===== src/rtl/step_ctrl_if.sv =====
// Debug command port and core-side signals of the run/step controller.
interface step_ctrl_if #(
    parameter int CNT_W  = 16,
    parameter int ADDR_W = 32
);
    logic              cmd_valid;
    logic              cmd_ready;
    logic [1:0]        cmd_op;
    logic [CNT_W-1:0]  cmd_arg;
    logic [ADDR_W-1:0] cmd_addr;
    logic [ADDR_W-1:0] core_pc;
    logic              core_en;
    logic              halted;
    logic [1:0]        halt_cause;
    logic [31:0]       cycle_cnt;

    modport master (
        output cmd_valid, cmd_op, cmd_arg, cmd_addr, core_pc,
        input  cmd_ready, core_en, halted, halt_cause, cycle_cnt
    );

    modport slave (
        input  cmd_valid, cmd_op, cmd_arg, cmd_addr, core_pc,
        output cmd_ready, core_en, halted, halt_cause, cycle_cnt
    );
endinterface


===== src/rtl/step_ctrl.sv =====
// Debug run/step controller: gates the core clock enable, counts steps,
// stops on a PC breakpoint and reports the halt cause.
module step_ctrl #(
    parameter int CNT_W  = 16,
    parameter int ADDR_W = 32
) (
    input  logic        clk,
    input  logic        rst,
    step_ctrl_if.slave  bus
);
    localparam logic [1:0] S_HALTED   = 2'd0;
    localparam logic [1:0] S_RUNNING  = 2'd1;
    localparam logic [1:0] S_STEPPING = 2'd2;

    localparam logic [1:0] OP_HALT = 2'b00;
    localparam logic [1:0] OP_RUN  = 2'b01;
    localparam logic [1:0] OP_STEP = 2'b10;
    localparam logic [1:0] OP_BRK  = 2'b11;

    localparam logic [1:0] C_RESET = 2'b00;
    localparam logic [1:0] C_HOST  = 2'b01;
    localparam logic [1:0] C_STEP  = 2'b10;
    localparam logic [1:0] C_BRK   = 2'b11;

    logic [1:0]        state;
    logic [CNT_W-1:0]  rem;
    logic [ADDR_W-1:0] brk_addr;
    logic              brk_en;
    logic              first;
    logic [1:0]        halt_cause;
    logic [31:0]       cycle_cnt;

    logic bp;
    logic core_en;
    logic cmd_ready;
    logic accept;

    // first masks the breakpoint on the resume cycle so a halt at the
    // breakpoint PC can be stepped past.
    assign bp        = brk_en & (bus.core_pc == brk_addr) & ~first;
    assign core_en   = (state != S_HALTED) & ~bp;
    assign cmd_ready = (state == S_HALTED) | (bus.cmd_op == OP_HALT);
    assign accept    = bus.cmd_valid & cmd_ready;

    assign bus.cmd_ready  = cmd_ready;
    assign bus.core_en    = core_en;
    assign bus.halted     = (state == S_HALTED);
    assign bus.halt_cause = halt_cause;
    assign bus.cycle_cnt  = cycle_cnt;

    always_ff @(posedge clk or posedge rst) begin
        if (rst) begin
            state      <= S_HALTED;
            rem        <= '0;
            brk_addr   <= '0;
            brk_en     <= 1'b0;
            first      <= 1'b0;
            halt_cause <= C_RESET;
            cycle_cnt  <= '0;
        end else begin
            if (core_en) begin
                cycle_cnt <= cycle_cnt + 32'd1;
                first     <= 1'b0;
            end
            if (state == S_HALTED) begin
                if (accept) begin
                    case (bus.cmd_op)
                        OP_RUN: begin
                            state <= S_RUNNING;
                            first <= 1'b1;
                        end
                        OP_STEP: begin
                            if (bus.cmd_arg != '0) begin
                                state <= S_STEPPING;
                                rem   <= bus.cmd_arg;
                                first <= 1'b1;
                            end
                        end
                        OP_BRK: begin
                            brk_addr <= bus.cmd_addr;
                            brk_en   <= bus.cmd_arg[0];
                        end
                        default: ;
                    endcase
                end
            end else begin
                // Exit priority: breakpoint, step exhaustion, host HALT.
                if (bp) begin
                    state      <= S_HALTED;
                    halt_cause <= C_BRK;
                end else if (state == S_STEPPING && core_en && rem == CNT_W'(1)) begin
                    state      <= S_HALTED;
                    halt_cause <= C_STEP;
                end else if (accept) begin
                    state      <= S_HALTED;
                    halt_cause <= C_HOST;
                end else if (state == S_STEPPING && core_en) begin
                    rem <= rem - CNT_W'(1);
                end
            end
        end
    end
endmodule


===== src/flat_wrapper.sv =====
// flat-port wrapper written by rule: the top's interface ports become plain ports
module step_ctrl_flat 
#(
    parameter int CNT_W  = 16,
    parameter int ADDR_W = 32
)
  (clk, rst, bus_cmd_valid, bus_cmd_op, bus_cmd_arg, bus_cmd_addr, bus_core_pc, bus_cmd_ready, bus_core_en, bus_halted, bus_halt_cause, bus_cycle_cnt);
  step_ctrl_if #(.CNT_W(CNT_W), .ADDR_W(ADDR_W)) bus_i ();
  input  logic clk;
  input  logic rst;
  input wire logic [$bits(bus_i.cmd_valid)-1:0] bus_cmd_valid;
  input wire logic [$bits(bus_i.cmd_op)-1:0] bus_cmd_op;
  input wire logic [$bits(bus_i.cmd_arg)-1:0] bus_cmd_arg;
  input wire logic [$bits(bus_i.cmd_addr)-1:0] bus_cmd_addr;
  input wire logic [$bits(bus_i.core_pc)-1:0] bus_core_pc;
  output wire logic [$bits(bus_i.cmd_ready)-1:0] bus_cmd_ready;
  output wire logic [$bits(bus_i.core_en)-1:0] bus_core_en;
  output wire logic [$bits(bus_i.halted)-1:0] bus_halted;
  output wire logic [$bits(bus_i.halt_cause)-1:0] bus_halt_cause;
  output wire logic [$bits(bus_i.cycle_cnt)-1:0] bus_cycle_cnt;
  assign bus_i.cmd_valid = bus_cmd_valid;
  assign bus_i.cmd_op = bus_cmd_op;
  assign bus_i.cmd_arg = bus_cmd_arg;
  assign bus_i.cmd_addr = bus_cmd_addr;
  assign bus_i.core_pc = bus_core_pc;
  assign bus_cmd_ready = bus_i.cmd_ready;
  assign bus_core_en = bus_i.core_en;
  assign bus_halted = bus_i.halted;
  assign bus_halt_cause = bus_i.halt_cause;
  assign bus_cycle_cnt = bus_i.cycle_cnt;
  step_ctrl #(.CNT_W(CNT_W), .ADDR_W(ADDR_W)) u_core (.clk(clk), .rst(rst), .bus(bus_i));
endmodule

===== config.mk =====
export PLATFORM = sky130hd
export DESIGN_NAME = step_ctrl_flat
export DESIGN_NICKNAME = d
export VERILOG_FILES = /design/src/rtl/step_ctrl_if.sv /design/src/rtl/step_ctrl.sv /design/src/flat_wrapper.sv
export SDC_FILE = /design/constraint.sdc
export NUM_CORES = 1
export LEC_CHECK = 0
export CORE_AREA = 4 4 109 111
export DETAILED_ROUTE_END_ITERATION = 8
export DIE_AREA = 0 0 113 115
export PLACE_DENSITY_LB_ADDON = 0.1
export SKIP_CTS_REPAIR_TIMING = 1
export SLEW_MARGIN = 20
export SYNTH_ARGS = -nofsm -noshare
export SYNTH_HDL_FRONTEND = slang
export SYNTH_SLANG_ARGS = --single-unit
export TNS_END_PERCENT = 100

===== constraint.sdc =====
create_clock -name clk -period 2.4 [get_ports clk]
set_input_delay 0.24 -clock clk [delete_from_list [all_inputs] [get_ports clk]]
set_output_delay 0.24 -clock clk [all_outputs]
set_load 0.02 [all_outputs]

==> impl_metrics.yaml, run 1 <==
placement:
  hpwl_mm: 9.589
  port_buffers: 121
  gp_congestion: 0.8274
  dp_cells: 736
clock_tree:
  cts_sinks: 86
  cts_buffers: 9
  clk_pin_slew_ns: 0.09
  htree_levels: 3
  clk_latency_ns: 0.37
  cts_root_buf: "clkbuf_8"
  cts_tree: "yes"
  clockBufferDepth: 2
yosys:
  synthTopCellsByArea: "dfrtp_1, xor2_1, mux2_2"
  ys_seq_elements: 86
  yosys.area.top_type: "dfrtp_1"
  ys_seq_area_share_pct: 44.39
  netlist_area_um2: 4848
  synth_edf_count: 0
  synth_ff_type: "dfrtp_1"
  async_flop_share_pct: 100.0
  avgSynthCellArea_um2: 10.43
  yosys_warnings: 0
  synth_cells: 465
  netlist-cell-type-count: 61
  syn_nets: 557
  synth_top_cell_area_share_pct: 44.39
global_routing:
  grt_pass1_wl_mm: 20.95
  overflow: 0
  antenna_found_initial: 0
  track_usage_pct: 20.08
  grt_pass1_vias: 4296
  grt_start_max_net_pins: 36
critical_path:
  critPathKind: "reg2out"
  worstPathArrival_ns: 2.06
  worst-path-max-fanout: 7
  end_kind: "primary output"
  start_kind: "register"
  required_ns: 2.16
route:
  vias: 4137
  drcViolationCount: 0
  drt_pre_antenna_iters: 5
  antenna_left: 0
  wl_mm: 12.65
  wire_per_inst_um: 16.82
  drt-vias-per-instance: 5.501
  drt-initial-drc-count: 263
floorplanning:
  start_util_pct: 44.92
  num_rows: 38
  core_area_um2: 10790
  die_w_um: 113
  io_pins: 122
  fp.dieH_um: 115
  die_area_um2: 13000
power_and_ir_drop:
  power_density_nw_per_um2: 915.8
  total_power_mw: 6.127
  p_leak_nw: 2.756
  vdd_ir_drop_max_v: 0.0005862
finish:
  seqCellArea_um2: 2153
  drive_above_1_share_pct: 19.12
  stdcell_count: 752
  area.growth.synth_to_final_pct: 37.99
  num-fill-cells: 923
  multi_input_area_um2: 2572
  fin_nets: 699
  n_antenna_cell: 0
  utilization_pct: 61.99
sta:
  min_period_over_period_pct: 95.86
  hold_violations: 0
  finClkSkew_ns: 0.01160
  fmax_mhz: 434.6
  min_period_ns: 2.301
  slew_headroom_pct: 67.66
  worstMarginPinSlew_ns: 0.4840
  slew_viol_final: 0
  grt_setup_unrepaired: "yes"
  setup_viol: 0
flow_run:
  cap_violations: 0
hold_path:
  min_path_type: "in2async"
outcome:
  status: "completed"
-- worst max-delay path, cell delays in order, from the launching register on --
cell and delay [ns]:
dfrtp_1 0.48, or2_2 0.42, nand2b_1 0.16, clkdlybuf4s50_1 0.64
-- routing by layer --
layer  global-route usage (%)  vias to the layer above  wire length [µm]
li1                         -                     1979                 -
met2                    34.72                      109              6306
met5                        0                        -                 0
met4                    7.452                        0               224
met3                    3.737                       17               748
met1                    25.16                     2032              5369
-- power by group --
group / switching, mW / leakage [nW] / internal, mW / total, mW
clock: 0.551 / 0.110 / 0.618 / 1.17
combinational: 1.25 / 1.58 / 1.26 / 2.52
sequential: 0.496 / 1.06 / 1.95 / 2.44
-- flip-flops by register name, summed over array words and instances (netlist names) --
register / flops
u_core.bus.halt_cause: 2
u_core.state: 2
u_core.brk_addr: 32
u_core.brk_en: 1
u_core.bus.cycle_cnt: 32
u_core.first: 1
u_core.rem: 16
-- logic make-up (layout without fill, tap and decap cells) --
logic type | after synthesis | after routing | share of synthesized area (%)
buf+inv | 35 | 182 | 3.355
simple gates | 178 | 178 | 21.86
fa+ha+maj | 7 | 7 | 1.806
flops | 86 | 86 | 44.39
mux | 37 | 37 | 8.619
compound gates | 59 | 59 | 8.594
xor+xnor | 63 | 63 | 11.38
-- final timing paths --
path | start | endpoint | slack, ns | cells after the start
max | u_core.state[0]$_DFFE_PP0P_ | bus_cmd_ready | 0.1 | 3
min | rst | u_core.bus.cycle_cnt[30]$_DFFE_PP0P_ | 0.24 | 2
max reg2reg | u_core.rem[0]$_DFFE_PP0P_ | u_core.rem[14]$_DFFE_PP0P_ | 0.14 | 8
min reg2reg | u_core.bus.cycle_cnt[31]$_DFFE_PP0P_ | u_core.bus.cycle_cnt[31]$_DFFE_PP0P_ | 0.48 | 1
max in group asynchronous | rst | u_core.bus.cycle_cnt[10]$_DFFE_PP0P_ | 1.55 | 3
min in group clk | u_core.bus.cycle_cnt[31]$_DFFE_PP0P_ | u_core.bus.cycle_cnt[31]$_DFFE_PP0P_ | 0.48 | 1
-- layout make-up --
cell class	count	share of cell area (%)
inverters	11	0.7294
well taps	140	2.618
flip-flops and latches	86	32.19
multi-input cells	344	38.45
clock inverters	5	1.216
clock buffers	11	2.113
repair buffers	155	22.69
-- Yosys cell counts (3+ instances only) --
master	count
nor3b_1	8
a21oi_1	14
and4_1	3
o21ai_0	13
o211ai_1	6
dfrtp_1	86
or3_1	3
buf_6	3
and3_1	6
o31ai_1	4
xor2_1	51
nand3_1	14
a221oi_1	7
nor2_1	31
nor4_1	25
nand4_1	15
ha_1	7
nand2b_1	3
xnor2_1	12
mux2_2	34
buf_2	6
clkbuf_1	13
nand2_1	23
nor3_2	4
inv_1	11
or2_2	3
nor3_1	17
-- cells in the final DEF, fill, tap and decap left out, types with 10 or more instances in the layout --
| cell | instances |
|---|---|
| dfrtp_1 | 85 |
| nand2_1 | 23 |
| a21oi_1 | 14 |
| nand4_1 | 15 |
| nand3_1 | 13 |
| buf_4 | 29 |
| clkdlybuf4s50_1 | 119 |
| nor3_1 | 17 |
| o21ai_0 | 13 |
| mux2_2 | 34 |
| xnor2_1 | 12 |
| nor4_1 | 22 |
| xor2_1 | 51 |
| nor2_1 | 31 |
| clkbuf_8 | 10 |
-- stage by stage --
step           hold WS (ns)  TNS (ns)  setup slack (ns)  area, µm²
2_1_floorplan        0.3438         0            0.2441       4852
3_3_place_gp         0.4589    -6.006           -0.3377       6422
3_5_place_dp         0.4627    -7.136           -0.3413       6422
4_1_cts              0.2398   -0.5501           -0.4615       6645
5_1_grt              0.2734         0         0.0002187       6690
6_report             0.2384         0           0.09925       6690
Note: power is estimated with default switching activity, not from simulation.
==> run 2, diff against run 1 <==
CAP_MARGIN = 10   (was default)
==> results of run 2 <==
No change in the layout: final DEF, timing and power equal those of run 1.
